<file path="src/rtl/alu_pkg.sv">
// Shared types and defaults for the two-client shared-ALU arbiter.
// Op and FSM encodings are fixed here so clients and bench agree on them.
package alu_pkg;

    localparam int DATA_W_DEF = 32'd8;

    typedef enum logic [1:0] {
        ADD = 2'b00,
        SUB = 2'b01,
        XOR = 2'b10,
        SHL = 2'b11
    } alu_op_e;

    typedef enum logic [1:0] {
        IDLE = 2'b00,
        EXEC = 2'b01,
        RESP = 2'b10
    } fsm_state_e;

endpackage

</file>
<file path="src/rtl/alu_core8.sv">
// Purely combinational ALU: add, subtract, xor, shift-left by one.
// Arithmetic is done one bit wider so the top bit is the carry or borrow.
module alu_core8
    import alu_pkg::*;
#(
    parameter int DATA_W = DATA_W_DEF
) (
    input  logic [DATA_W-1:0] a,
    input  logic [DATA_W-1:0] b,
    input  alu_op_e           op,
    output logic [DATA_W-1:0] result,
    output logic              carry
);

    logic [DATA_W:0] sum_s;
    logic [DATA_W:0] diff_s;

    assign sum_s  = {1'b0, a} + {1'b0, b};
    assign diff_s = {1'b0, a} - {1'b0, b};

    // Select the result and flag for the requested operation
    always_comb begin
        result = '0;
        carry  = 1'b0;
        case (op)
            ADD: begin
                result = sum_s[DATA_W-1:0];
                carry  = sum_s[DATA_W];
            end
            SUB: begin
                result = diff_s[DATA_W-1:0];
                carry  = diff_s[DATA_W];
            end
            XOR: begin
                result = a ^ b;
                carry  = 1'b0;
            end
            SHL: begin
                result = {a[DATA_W-2:0], 1'b0};
                carry  = a[DATA_W-1];
            end
            default: begin
                result = '0;
                carry  = 1'b0;
            end
        endcase
    end

endmodule

</file>
<file path="src/rtl/alu_share_arb.sv">
// Round-robin arbiter and IDLE/EXEC/RESP sequencer sharing one ALU between
// two clients; result, flag and requester ID are returned on a registered response.
module alu_share_arb
    import alu_pkg::*;
#(
    parameter int DATA_W = DATA_W_DEF
) (
    input  logic              clk,
    input  logic              rst_n,
    input  logic              req0_valid,
    output logic              req0_ready,
    input  logic [DATA_W-1:0] req0_a,
    input  logic [DATA_W-1:0] req0_b,
    input  logic [1:0]        req0_op,
    input  logic              req1_valid,
    output logic              req1_ready,
    input  logic [DATA_W-1:0] req1_a,
    input  logic [DATA_W-1:0] req1_b,
    input  logic [1:0]        req1_op,
    output logic              rsp_valid,
    input  logic              rsp_ready,
    output logic              rsp_id,
    output logic [DATA_W-1:0] rsp_result,
    output logic              rsp_carry
);

    fsm_state_e        state_q, state_d;
    logic              last_grant_q, last_grant_d;
    logic [DATA_W-1:0] a_q, a_d, b_q, b_d;
    alu_op_e           op_q, op_d;
    logic              id_q, id_d;
    logic              rsp_valid_q, rsp_valid_d;
    logic              rsp_id_q, rsp_id_d;
    logic [DATA_W-1:0] rsp_result_q, rsp_result_d;
    logic              rsp_carry_q, rsp_carry_d;

    logic              grant0_s, grant1_s;
    logic              hs0_s, hs1_s;
    logic [DATA_W-1:0] alu_result_s;
    logic              alu_carry_s;

    alu_core8 #(.DATA_W(DATA_W)) u_alu (
        .a      (a_q),
        .b      (b_q),
        .op     (op_q),
        .result (alu_result_s),
        .carry  (alu_carry_s)
    );

    // Round-robin grant, only offered while idle; a tie goes to the client not served last
    always_comb begin
        grant0_s = 1'b0;
        grant1_s = 1'b0;
        if (state_q == IDLE) begin
            if (req0_valid && req1_valid) begin
                grant0_s = last_grant_q;
                grant1_s = ~last_grant_q;
            end else begin
                grant0_s = req0_valid;
                grant1_s = req1_valid;
            end
        end else begin
            grant0_s = 1'b0;
            grant1_s = 1'b0;
        end
    end

    // Readies are masked while reset is asserted so nothing is accepted then
    assign req0_ready = rst_n & grant0_s;
    assign req1_ready = rst_n & grant1_s;
    assign hs0_s      = req0_valid & req0_ready;
    assign hs1_s      = req1_valid & req1_ready;

    // Next-state logic for the sequencer, operand latch and response registers
    always_comb begin
        state_d      = state_q;
        last_grant_d = last_grant_q;
        a_d          = a_q;
        b_d          = b_q;
        op_d         = op_q;
        id_d         = id_q;
        rsp_valid_d  = rsp_valid_q;
        rsp_id_d     = rsp_id_q;
        rsp_result_d = rsp_result_q;
        rsp_carry_d  = rsp_carry_q;
        case (state_q)
            IDLE: begin
                if (hs0_s || hs1_s) begin
                    state_d      = EXEC;
                    a_d          = hs1_s ? req1_a : req0_a;
                    b_d          = hs1_s ? req1_b : req0_b;
                    op_d         = alu_op_e'(hs1_s ? req1_op : req0_op);
                    id_d         = hs1_s;
                    last_grant_d = hs1_s;
                end else begin
                    state_d = IDLE;
                end
            end
            EXEC: begin
                state_d      = RESP;
                rsp_valid_d  = 1'b1;
                rsp_id_d     = id_q;
                rsp_result_d = alu_result_s;
                rsp_carry_d  = alu_carry_s;
            end
            RESP: begin
                if (rsp_ready) begin
                    state_d     = IDLE;
                    rsp_valid_d = 1'b0;
                end else begin
                    state_d = RESP;
                end
            end
            default: begin
                state_d     = IDLE;
                rsp_valid_d = 1'b0;
            end
        endcase
    end

    // State registers with synchronous active-low reset
    always_ff @(posedge clk) begin
        if (!rst_n) begin
            state_q      <= IDLE;
            last_grant_q <= 1'b1;
            a_q          <= '0;
            b_q          <= '0;
            op_q         <= ADD;
            id_q         <= 1'b0;
            rsp_valid_q  <= 1'b0;
            rsp_id_q     <= 1'b0;
            rsp_result_q <= '0;
            rsp_carry_q  <= 1'b0;
        end else begin
            state_q      <= state_d;
            last_grant_q <= last_grant_d;
            a_q          <= a_d;
            b_q          <= b_d;
            op_q         <= op_d;
            id_q         <= id_d;
            rsp_valid_q  <= rsp_valid_d;
            rsp_id_q     <= rsp_id_d;
            rsp_result_q <= rsp_result_d;
            rsp_carry_q  <= rsp_carry_d;
        end
    end

    assign rsp_valid  = rsp_valid_q;
    assign rsp_id     = rsp_id_q;
    assign rsp_result = rsp_result_q;
    assign rsp_carry  = rsp_carry_q;

endmodule
</file>
<file path="config.mk">
export PLATFORM = sky130hd
export DESIGN_NAME = alu_share_arb
export DESIGN_NICKNAME = d
export VERILOG_FILES = /design/src/rtl/alu_pkg.sv /design/src/rtl/alu_core8.sv /design/src/rtl/alu_share_arb.sv
export SDC_FILE = /design/constraint.sdc
export NUM_CORES = 1
export LEC_CHECK = 0
export CORE_UTILIZATION = 52
export CTS_BUF_LIST = sky130_fd_sc_hd__clkbuf_2 sky130_fd_sc_hd__clkbuf_4 sky130_fd_sc_hd__clkbuf_8
export DETAILED_ROUTE_END_ITERATION = 12
export PLACE_DENSITY = 0.83
export SLEW_MARGIN = 20
export SYNTH_ARGS = -nofsm -noshare
export SYNTH_HDL_FRONTEND = slang
export SYNTH_SLANG_ARGS = --single-unit
export TNS_END_PERCENT = 50
</file>
<file path="constraint.sdc">
create_clock -name clk -period 3.1 [get_ports clk]
set_clock_uncertainty 0.15 [all_clocks]
set_input_delay 0.31 -clock clk [delete_from_list [all_inputs] [get_ports clk]]
set_output_delay 0.31 -clock clk [all_outputs]
set_load 0.01 [all_outputs]
</file>
======== Word level (Yosys, flattened, before mapping) ========
Index checks and enable logic that the tools add are counted.
W data, S select, Z words.
storage, ports and cells
  logic and storage cells ................. 45
  input bits .............................. 41
  output and inout bits ................... 13
  bits in registers ....................... 33
operators by class
  reduce and logical (&&, ||, !) cells .... 6
  add/subtract/negate cells ............... 2
  mux-type cells .......................... 14
  eq/ne operators ......................... 6
  bitwise operators ....................... 7
operator list
  cell                  number
  $pmux W8 S4           1
  $mux W8               2
  $add A8 B8 Y9         1
  $sub A8 B8 Y9         1
  $xor A8 B8 Y8         1
  $eq A2 B2 Y1 const B  3
  $mux W1               6
  $pmux W2 S3           1
  $and A1 B1 Y1         4
  $eq A2 B1 Y1 const B  2
  $logic_not A2 Y1      2
  $mux W2               2
  $pmux W1 S4           1
  $reduce_and A2 Y1     2
  $pmux W1 S3           1
  $ne A2 B2 Y1 const B  1
  $not A1 Y1            2
  $logic_and A1 B1 Y1   1
  $logic_or A1 B1 Y1    1

======== Depth between registers and ports, before layout ========
  depth after elaboration ................. 8
  depth in mapped cells ................... 8
  depth with buffers taken out ............ 8

======== Cells and area by module ========
From an unflattened synthesis, not the netlist that was laid out.
unflattened totals
  cells, all modules ...................... 315
  area, all modules ....................... 2562.5 µm²
modules (own cells, without submodules)
  module         seq. area each (µm²)  area each (µm²)  cells each  instances
  alu_share_arb  660.6                 1586.5           174         1
  alu_core8      0.0                   975.9            141         1

======== Worst setup path after synthesis ========
No wires, ideal clock.
  path kind ............................... reg2reg
  start ................................... register a_q[0]
  end ..................................... register rsp_result_q[6], in the netlist rsp_result[6]
  arrival time ............................ 1939 ps
  setup time .............................. 125 ps
  buffers on the path ..................... 0
  slack ................................... 886 ps
  stages on the path, launching flop included .. 9
  cells stage by stage .................... dfxtp_1 -> ha_1 -> inv_1 -> fa_1 -> o21ba_1 -> or4_4 -> a21boi_2 -> mux2i_1 -> a31oi_1
between the ends
  longest elaborated chain between the ends .. 2
RTL lines
  what                                                   RTL line                          text
  from (decl)                                            alu_share_arb.sv:29               logic [DATA_W-1:0] a_q, a_d, b_q, b_d;
  from (signal assigned)                                 alu_share_arb.sv:126              a_q <= '0;
  from (signal assigned)                                 alu_share_arb.sv:137              a_q <= a_d;
  $sub A8 B8 Y9 / $add A8 B8 Y9 (equally long branches)  alu_core8.sv:19, alu_core8.sv:18
  $pmux W8 S4 (*)                                        alu_core8.sv:25                   case (op)
  to (signal assigned)                                   alu_share_arb.sv:143              rsp_result_q <= rsp_result_d;
  to (decl)                                              alu_share_arb.sv:34               logic [DATA_W-1:0] rsp_result_q, rsp_result_d;
Mark *: on every way between the ends. The rest lies on a longest branch, timed or not.
A chain may end at the register's enable or synchronous reset.

======== Worst setup path in the final report ========
Ends and elaborated chain as after synthesis.

==> impl_metrics.ini <==
[outcome]
outcome = completed

[timing]
slew_headroom = 0.595
hold_ws_ns = 0.321
min_period_over_period = 0.769
max_slew.worst_pin.slew_ns = 0.607
finalSetupViolations = 0
fin_tns_setup_ns = 0
fmax_mhz = 420
period_needed_ns = 2.38
grt_setup_unrepaired = no
hold_violations = 0
fin_ws_ns = 0.717
final_max_slew_viol_count = 0

[die]
io_pins = 54
die_w_um = 68.8
rows = 23
start_util = 0.561
core_mm2 = 0.00414
dieArea_mm2 = 0.00474
chipHeight_um = 68.8

[setup_path]
r2r-start = a_q[0]
slowest_delay_ns = 0.42
crit_path_start_kind = flop
rr_endpoint = rsp_result[6]
reg2reg_depth = 8
cp_cell_sequence = ha_1 -> inv_1 -> fa_1 -> o21ba_1 -> or4_4 -> a21boi_2 -> mux2i_1 -> a31oi_1
critPathArrivalTime_ns = 2.40
path_class = reg -> reg
critical_path_required_ns = 3.12
ff2ff_setup_slack_ns = 0.72
slowest_stage = or4_4
endpoint_kind = flop
path_max_fanout = 3

[place]
gp_congestion = 0.908
dp_slack_ns = 0.734
numPortBuffers = 53
dpl_cell_area_mm2 = 0.00288
hpwlAfterDp_um = 3990

[logic_synthesis]
syn_area_mm2 = 0.00232
syn_inst = 277
synthesis.nets = 336
synth-seq-cells = 33
syn_area_per_cell_um2 = 8.39
ys_types = 45
synth_edf_count = 0
yosysSeqAreaShare = 0.284
yosys_most_used_dff = dfxtp_1
synth_warnings = 0
ys_async_sr_fraction = 0

[min_path]
min_to = id_q
holdPathStages = 2
hold_class = reg -> reg
hp-start = id_q

[global_routing]
grt_pass1_wl_um = 8850
grt_use_total = 0.255
grt_max_degree = 39
grt_pass1_vias = 1950
gr-total-overflow = 0
grt_antenna_before_repair = 0

[clock_tree]
cts_resized = 0
cts_max_path_buffers = 2
cts_num_sinks = 33
clkTransAtPathRegs_ns = 0.07
clockRootBuffer = clkbuf_8
cts_buffers = 5
clk_latency_ns = 0.28
postCtsHoldBufs = 0
htree_num_levels = 2
cts_setup_buffers = 0
cts_tree = done

[run]
cap_violations = 0

[drt]
wl_met2_um = 2320
wire_per_inst_um = 14.1
ant_nets = 0
top_layer = met4
drt-initial-drc-count = 147
routed_wirelength_um = 5270
via_count = 2167
drt-met1-wl_um = 2600
firstDrtPassIters = 4
wl_met3_um = 254
detail_route.vias_per_cell = 5.79
drc = 0

[cells_and_area]
layout.nets = 383
post-route-util = 0.716
diodes = 0
syn2layout_area_growth_pct = 27.7
drive_gt1_frac = 0.0617
stdcell_area_mm2 = 0.00297

[power]
static-leakage-power_nw = 1.49
power_frac_comb = 0.379
switching_share = 0.332
powerDensity_mw_per_mm2 = 465
power_frac_seq = 0.377
vdd_ir_drop_max_mv = 0.311
intPower_w = 0.000922
power_switching_w = 0.000458
p_clk_frac = 0.244
## per-stage QoR
stage | cells | power, W
floorplan | 277 | 0.000880
global placement | 367 | 0.00103
detailed placement | 367 | 0.00104
CTS | 374 | 0.00138
global route | 374 | 0.00147
finish | 374 | 0.00138
## sequential cells by signal, indices dropped and copies added (netlist names)
name          flops
a_q               8
b_q               8
op_q              2
rsp_valid         1
rsp_result        8
id_q              1
rsp_id            1
rsp_carry         1
last_grant_q      1
state_q           2
## logic make-up after synthesis
logic type               after synthesis  synth area share
AO/OA/AOI/OAI                         81             0.264
XOR/XNOR                               1           0.00377
adder cells (fa/ha/maj)               18             0.103
buffers and inverters                 40            0.0727
flip-flops                            33             0.284
multiplexers                          24             0.109
AND/OR/NAND/NOR                       80             0.162
## power by group through the flow
| stage | Combinational, W | Clock [W] | Sequential [W] |
|---|---|---|---|
| after detailed placement | 0.000515 | 0 | 0.000529 |
| after CTS | 0.000519 | 0.000341 | 0.000520 |
| after floorplan | 0.000360 | 0 | 0.000521 |
| after global placement | 0.000506 | 0 | 0.000526 |
| after global routing | 0.000580 | 0.000363 | 0.000529 |
| final | 0.000523 | 0.000337 | 0.000520 |
## critical path, delay by kind of cell (launching register included)
family,cells,cell delay (ns)
compound gates,3,0.50
mux,1,0.22
fa+ha+maj,2,0.57
simple gates,1,0.42
buf+inv,1,0.05
flops,1,0.37
## placed cells by master, fill, tap and decap left out, types with 6 or more instances in the layout
cell type and n:
nor2b_1 6, nand2_1 34, clkdlybuf4s50_1 53, nor3_1 8, inv_1 20, o211a_1 21
nand3_1 8, nor2_1 13, clkbuf_8 6, dfxtp_1 33, buf_4 6, ha_1 16
mux2i_1 22, o21ai_0 13, a21oi_1 10
## synth_stat cells, types with 2 or more instances
cell / count / area, um^2
a211oi_1: 4 / 30.0
nor3b_1: 2 / 15.0
nand2_1: 34 / 128
nor2b_1: 6 / 37.5
o21bai_1: 3 / 22.5
a21boi_0: 2 / 15.0
o221ai_1: 2 / 17.5
a221oi_1: 2 / 17.5
nor2_1: 13 / 48.8
ha_1: 16 / 200
inv_1: 20 / 75.1
nand3_1: 8 / 40.0
o211ai_1: 4 / 30.0
o31a_1: 3 / 26.3
o21a_1: 3 / 22.5
mux2i_1: 22 / 220
dfxtp_1: 33 / 661
fa_1: 2 / 40.0
o31ai_1: 5 / 37.5
a31oi_1: 3 / 18.8
a21oi_1: 10 / 50.1
clkbuf_1: 11 / 41.3
nand2b_1: 3 / 18.8
buf_2: 5 / 25.0
o21ai_0: 13 / 65.1
o211a_1: 21 / 210
o22ai_1: 2 / 12.5
nor3_1: 8 / 40.0
## metal layers
metal,GRT usage,vias up
met3,0.0444,9
met1,0.355,998
met5,0,-
met2,0.388,76
li1,-,1084
met4,0.0995,0
## worst max-delay path by stage
| stage | startpoint | to | slack [ns] | cells after the start |
|---|---|---|---|---|
| after floorplan | a_q[0] | rsp_result[6] | 0.89 | 8 |
| after global placement | b_q[0] | rsp_result[6] | 0.81 | 8 |
| after detailed placement | a_q[0] | rsp_result[6] | 0.73 | 8 |
| after CTS | a_q[0] | rsp_result[6] | 0.72 | 8 |
| after global routing | a_q[0] | rsp_result[6] | 0.61 | 8 |
| final | a_q[0] | rsp_result[6] | 0.72 | 8 |
## area by class of cell
type                    count  area, um^2
flip-flops and latches     33         661
clock buffers               7        90.1
multi-input cells         204        1500
well taps                  50        62.6
inverters                  21        78.8
repair buffers             59         576
fillers                   335        1180
(Power assumes the default switching activity.)
